[src/rtl/hazard_mc.sv]
// Hazard unit for the 5-stage MIPS pipeline with multi-cycle mul/div tracking.
// Define HAZARD_PERF_EN to add saturating stall performance counters.
module hazard_mc #(
  parameter int REG_AW     = 5,
  parameter int MUL_CYCLES = 4,
  parameter int DIV_CYCLES = 32,
  parameter int CNT_W      = 6
`ifdef HAZARD_PERF_EN
  ,
  parameter int PERF_W     = 32
`endif
) (
  input  logic              clk,
  input  logic              rst_n,
  input  logic              flush_all,
  input  logic [REG_AW-1:0] rsD,
  input  logic [REG_AW-1:0] rtD,
  input  logic              branchD,
  input  logic [REG_AW-1:0] rsE,
  input  logic [REG_AW-1:0] rtE,
  input  logic [REG_AW-1:0] writeregE,
  input  logic              regwriteE,
  input  logic              memtoregE,
  input  logic              mdstartE,
  input  logic              mdopE,
  input  logic [REG_AW-1:0] writeregM,
  input  logic              regwriteM,
  input  logic              memtoregM,
  input  logic [REG_AW-1:0] writeregW,
  input  logic              regwriteW,
  output logic              forwardaD,
  output logic              forwardbD,
  output logic [1:0]        forwardaE,
  output logic [1:0]        forwardbE,
  output logic              stallF,
  output logic              stallD,
  output logic              stallE,
  output logic              flushE,
  output logic              flushM,
  output logic              md_busy
`ifdef HAZARD_PERF_EN
  ,
  output logic [PERF_W-1:0] perf_lw,
  output logic [PERF_W-1:0] perf_br,
  output logic [PERF_W-1:0] perf_md
`endif
);

  typedef enum logic {S_IDLE = 1'b0, S_BUSY = 1'b1} state_t;

  // Counter preload is N-2: one cycle is spent in IDLE, one more at cnt==0.
  localparam logic [CNT_W-1:0] MUL_LOAD = CNT_W'(MUL_CYCLES - 2);
  localparam logic [CNT_W-1:0] DIV_LOAD = CNT_W'(DIV_CYCLES - 2);
  localparam logic [CNT_W-1:0] CNT_ONE  = CNT_W'(1);

  state_t           r_state;
  logic [CNT_W-1:0] r_cnt;
  logic             w_lwstall;
  logic             w_brstall;
  logic             w_mdstall;

  function automatic logic fwd_d(input logic [REG_AW-1:0] src,
                                 input logic [REG_AW-1:0] wreg_m,
                                 input logic              rw_m,
                                 input logic              m2r_m);
    return (src != '0) && (src == wreg_m) && rw_m && !m2r_m;
  endfunction

  // M stage has priority over W since it holds the younger result.
  function automatic logic [1:0] fwd_e(input logic [REG_AW-1:0] src,
                                       input logic [REG_AW-1:0] wreg_m,
                                       input logic              rw_m,
                                       input logic [REG_AW-1:0] wreg_w,
                                       input logic              rw_w);
    logic [1:0] sel;
    sel = 2'b00;
    if ((src != '0) && (src == wreg_m) && rw_m)
      sel = 2'b10;
    else if ((src != '0) && (src == wreg_w) && rw_w)
      sel = 2'b01;
    return sel;
  endfunction

  assign forwardaD = fwd_d(rsD, writeregM, regwriteM, memtoregM);
  assign forwardbD = fwd_d(rtD, writeregM, regwriteM, memtoregM);
  assign forwardaE = fwd_e(rsE, writeregM, regwriteM, writeregW, regwriteW);
  assign forwardbE = fwd_e(rtE, writeregM, regwriteM, writeregW, regwriteW);

  assign w_lwstall = memtoregE && (rtE != '0) && ((rsD == rtE) || (rtD == rtE));

  assign w_brstall = branchD &&
    ((regwriteE && (writeregE != '0) && ((writeregE == rsD) || (writeregE == rtD))) ||
     (memtoregM && (writeregM != '0) && ((writeregM == rsD) || (writeregM == rtD))));

  // A mul/div stalls while it is being accepted or counting; reset and flush_all kill it.
  always_comb begin
    w_mdstall = 1'b0;
    if (rst_n && !flush_all) begin
      case (r_state)
        S_IDLE:  w_mdstall = mdstartE;
        S_BUSY:  w_mdstall = (r_cnt != '0);
        default: w_mdstall = 1'b0;
      endcase
    end
  end

  always_ff @(posedge clk or negedge rst_n) begin
    if (!rst_n) begin
      r_state <= S_IDLE;
      r_cnt   <= '0;
    end else if (flush_all) begin
      r_state <= S_IDLE;
      r_cnt   <= '0;
    end else begin
      case (r_state)
        S_IDLE: begin
          if (mdstartE) begin
            r_cnt   <= mdopE ? DIV_LOAD : MUL_LOAD;
            r_state <= S_BUSY;
          end
        end
        S_BUSY: begin
          if (r_cnt != '0)
            r_cnt <= r_cnt - CNT_ONE;
          else
            r_state <= S_IDLE;
        end
        default: begin
          r_state <= S_IDLE;
          r_cnt   <= '0;
        end
      endcase
    end
  end

  assign md_busy = (r_state == S_BUSY);
  assign stallF  = w_lwstall || w_brstall || w_mdstall;
  assign stallD  = w_lwstall || w_brstall || w_mdstall;
  assign stallE  = w_mdstall;
  assign flushM  = w_mdstall;
  // Holding E takes precedence over bubbling it.
  assign flushE  = (w_lwstall || w_brstall) && !w_mdstall;

`ifdef HAZARD_PERF_EN
  localparam logic [PERF_W-1:0] PERF_ONE = PERF_W'(1);

  function automatic logic [PERF_W-1:0] sat_inc(input logic [PERF_W-1:0] v);
    return (&v) ? v : v + PERF_ONE;
  endfunction

  always_ff @(posedge clk or negedge rst_n) begin
    if (!rst_n) begin
      perf_lw <= '0;
      perf_br <= '0;
      perf_md <= '0;
    end else begin
      if (w_lwstall)
        perf_lw <= sat_inc(perf_lw);
      // Cycles where both stall causes coincide are charged to the load.
      if (w_brstall && !w_lwstall)
        perf_br <= sat_inc(perf_br);
      if (w_mdstall)
        perf_md <= sat_inc(perf_md);
    end
  end
`endif

endmodule

[config.mk]
export PLATFORM = sky130hd
export DESIGN_NAME = hazard_mc
export DESIGN_NICKNAME = d
export VERILOG_FILES = /design/src/rtl/hazard_mc.sv
export SDC_FILE = /design/constraint.sdc
export NUM_CORES = 1
export LEC_CHECK = 0
export CORE_MARGIN = 1
export CORE_UTILIZATION = 41
export CTS_CLUSTER_SIZE = 20
export DETAILED_ROUTE_END_ITERATION = 8
export PLACE_DENSITY = 0.82
export SLEW_MARGIN = 20
export SYNTH_ARGS = -nofsm -noshare
export SYNTH_HDL_FRONTEND = slang
export SYNTH_SLANG_ARGS = --single-unit
[constraint.sdc]
create_clock -name clk -period 2.9 [get_ports clk]
set_input_delay 0.58 -clock clk [delete_from_list [all_inputs] [get_ports clk]]
set_output_delay 0.58 -clock clk [all_outputs]
set_load 0.05 [all_outputs]
Word level (Yosys, flattened, before mapping):

Index checks and enable logic that the tools add are counted.

* register bits after elaboration: 7
* logic and storage cells: 73

* eq/ne operators: 14
* add/sub/neg operators: 1
* bitwise operators: 1
* reduce and logical (&&, ||, !) cells: 40
* multiplexer cells: 15

Operators with widths (count)
* $eq 5x5->1: 12
* $reduce_bool 5->1: 6
* $logic_and 1x1->1: 23
* $mux 6: 3
* $pmux 6 s2: 1
* $logic_or 1x1->1: 6
* $mux 1: 6
* $reduce_bool 6->1: 1
* $sub 6x1->6 const B: 1
* $mux 5: 1
* $mux 2: 2
* $pmux 1 s2: 2
* $logic_not 1->1: 3
* $ne 3x2->1 const B: 1
* $ne 3x3->1 const B: 1
* $reduce_and 2->1: 1
* $not 1->1: 1

Depth between registers and ports, before layout:

* word-level depth: 7
* depth in mapped cells: 9
* gate-level depth less buffers: 8

Worst setup path after synthesis:

Ideal clock, no wire load.

* kind: input -> output
* start: input rsE[3]
* end: output forwardaE[0]
* stages on the path: 4
* path buffers: 0
* arrival: 3053 ps
* slack: -733 ps
* cells stage by stage: or4_1 nor2_1 nor3_1 nor4_1

* longest elaborated chain between the ends: 5

RTL lines
* start: declaration: RTL line 19 `input logic [REG_AW-1:0] rsE,`
* $eq 5x5->1 / $reduce_bool 5->1 (equally long branches): RTL line 79, 77
* $logic_and 1x1->1 (2 in series): RTL line 79 `else if ((src != '0) && (src == wreg_w) && rw_w)`
* $mux 1: RTL line 79
* $mux 2 (*): RTL line 77 `if ((src != '0) && (src == wreg_m) && rw_m)`
* end: declaration: RTL line 33 `output logic [1:0] forwardaE,`

Every way passes the cells marked *; elsewhere a longest branch is shown, timed or not.

Worst setup path in the final report:

* start: input writeregE[0]
* end: output stallD

* longest elaborated chain between the ends: 7

RTL lines
* start: declaration: RTL line 21 `input logic [REG_AW-1:0] writeregE,`
* $eq 5x5->1 / $reduce_bool 5->1 (equally long branches): RTL line 92 `((regwriteE && (writeregE != '0) && ((writeregE == rsD) || (writeregE == rtD))) ||`
* $logic_or 1x1->1 / $logic_and 1x1->1 (equally long branches): RTL line 92
* $logic_and 1x1->1 (*): RTL line 92
* $logic_or 1x1->1 (*): RTL line 92
* $logic_and 1x1->1 (*): RTL line 91 `assign w_brstall = branchD &&`
* $logic_or 1x1->1 (*) (2 in series): RTL line 138 `assign stallD = w_lwstall || w_brstall || w_mdstall;`
* end: declaration: RTL line 36 `output logic stallD,`

Marked as above.

==> reports/metrics.yaml <==
run_status: "completed"
vias_per_cell: 5.26
wl_per_cell_um: 15.9
synth_ff_type: "dfrtp_1"
worst_ep_arrival_time_ns: 2.30
fin_crit_ns: 2.88
root_buffer: "clkbuf_4"
netlist.area_leader.share: 0.337
grt_max_degree: 10
grt_overflow: 0
die-area_um2: 3070
io_buffer_count: 57
cp-start-kind: "primary input"
p_leak_nw: 0.810
slew_viol_final: 0
max-slew-margin-rel: 0.672
synth_cell_types: 34
synth_most_common_cell: "xnor2_1"
reg2reg_slack_ns: 1.33
yosysSeqAreaShare: 0.150
grt.total_usage: 0.275
h-tree-depth: 1
synthToLayoutAreaGrowth_pct: 78.3
rsz0062_at_grt: "true"
syn-num-nets: 200
routed_wl_um: 4100
fin_crit_sh: 0.992
core_um2: 2730
grt_first_pass_wirelength_um: 6650
clkSinkCount: 7
dr.pass1.iters: 4
hold_class: "register to register"
fp-row-count: 19
route.detailed.drc: 0
numCtsBuffers: 3
synth_area_um2: 1170
ys_async_sr_fraction: 1.00
clock_skew_ns: 0.000446
hold_violations: 0
ir_drop_uv: 308
dpl.hpwl_um: 3350
synth_edf_count: 0
fmaxAchievable_mhz: 348
initial_core_util: 0.428
synth_commonest_cells: "xnor2_1 (45), nand2_1 (17), xor2_1 (9)"
cp_slowest_stage_delay_ns: 0.42
ys_ff_latch: 7
num_antenna_cells: 0
final_layout_size_suffix_gt1_frac: 0.260
die_h_um: 55.4
synthCells: 152
path_class: "primary input to output pin"
routabilityCongestion: 0.895
path_clk_slew_ns: 0.05
layout.nets: 276
worstPathCellList: "clkdlybuf4s50_1 -> or3_1 -> o311a_1 -> a22oi_2 -> nand3b_1 -> buf_6"
cts_tree: "built"
vias: 1357
finish.instance_area_um2: 2090
setup_viol: 0
synth.largest_area_cell: "xnor2_1"
yosys_warnings: 0
antenna_found_initial: 0
die_x_um: 55.4
antenna_left: 0
crit_path_max_fanout: 2
synthTopCellsByArea: "xnor2_1 (34%), dfrtp_1 (15%), xor2_1 (6.7%)"
ioPinCount: 58
drt_iter0_drc: 33
slowest_stage: "clkdlybuf4s50_1"
tightest_slew_ns: 0.490
clk_latency_ns: 0.25
critPathRequiredTime_ns: 2.32
dpl_cell_area_um2: 1990
clockBufferDepth: 2
p_per_area_nw_per_um2: 280
holdWs_ns: 0.524
grt_pass1_vias: 1459
synth.avg_cell_area_um2: 7.70
end_kind: "output pin"
drv_cap: 0
-- cell type report --
type	count	area, um^2
Sequential cell	7	176
Fill cell	183	648
Multi-Input combinational cell	130	1000
Tap cell	31	38.8
Timing Repair Buffer	83	830
Clock buffer	4	26.3
Inverter	3	11.3
-- final timing paths --
path,end,start,cells past startpoint
setup reg to reg,r_cnt[1],r_cnt[0],6
hold / removal,r_cnt[0],r_cnt[0],1
max in group asynchronous,md_busy,rst_n,2
setup / recovery,stallD,writeregE[0],6
hold reg to reg,r_cnt[0],r_cnt[0],1
min in group asynchronous,r_cnt[2],rst_n,2
-- routing by layer --
layer	wire length (um)	GRT usage	part of all wire
met1	1590	0.285	0.39
met3	186	0.0422	0.045
met2	2260	0.539	0.55
met4	61	0.111	0.015
met5	0	0	0
-- registers in the layout, indices dropped and copies added (netlist names) --
register and count:
r_cnt 6, md_busy 1
-- worst max-delay path, delay by kind of cell --
kind	cells	cell delay (ns)
buffers and inverters	2	0.64
and+or+nand+nor	2	0.57
AOI/OAI and AO/OA	2	0.51
-- metrics by stage --
stage	utilization	TNS [ns]	cells	worst slack (ns)	power, W
after floorplan	-	-0.176	152	-0.101	0.000326
after global placement	0.726	-0.0172	252	-0.00867	0.000461
after detailed placement	0.726	-0.0961	252	-0.0395	0.000476
after CTS	0.753	0	258	0.000947	0.000577
after global routing	0.763	-0.0256	258	-0.0256	0.000623
final	0.763	0	258	0.0244	0.000583
-- cell usage in the layout (no fill, tap or decap), types with 3 or more instances in the layout --
| master | synthesis | routed |
|---|---|---|
| dlygate4sd2_1 | 0 | 7 |
| buf_4 | 2 | 29 |
| nand3_1 | 6 | 6 |
| o21ai_1 | 5 | 5 |
| nand2_1 | 17 | 17 |
| clkdlybuf4s50_1 | 0 | 37 |
| xnor2_1 | 45 | 45 |
| clkbuf_4 | 0 | 3 |
| a21oi_1 | 5 | 4 |
| dfrtp_1 | 7 | 6 |
| xor2_1 | 9 | 9 |
| nor3_2 | 0 | 3 |
| nand4_1 | 4 | 4 |
| buf_12 | 0 | 5 |
| nor2_1 | 8 | 7 |
-- where the power goes --
| group | total, W | internal (W) | leakage, nW | switching, W |
|---|---|---|---|---|
| combinational | 0.000364 | 0.000188 | 0.703 | 0.000176 |
| sequential | 0.000131 | 0.000111 | 0.0913 | 0.0000200 |
| clock | 0.0000882 | 0.0000525 | 0.0150 | 0.0000357 |
| total | 0.000583 | 0.000351 | 0.810 | 0.000232 |
-- cells by family (layout without fill, tap and decap cells) --
| logic type | count (synthesis) | after routing | share of synthesized area |
|---|---|---|---|
| adders and majority gates | 2 | 2 | 0.0214 |
| buffers and inverters | 15 | 90 | 0.0631 |
| AOI/OAI and AO/OA | 16 | 16 | 0.0877 |
| and+or+nand+nor | 58 | 58 | 0.274 |
| DFF | 7 | 7 | 0.150 |
| xor gates and xnor gates | 54 | 54 | 0.404 |
-- repair_timing --
item,CTS,global route
resized for setup,15,6
setup endpoints to repair,4,3
pin swaps,6,2
gates cloned,0,0
hold buffers,0,0
setup buffers,2,0
(Power assumes the default switching activity.)
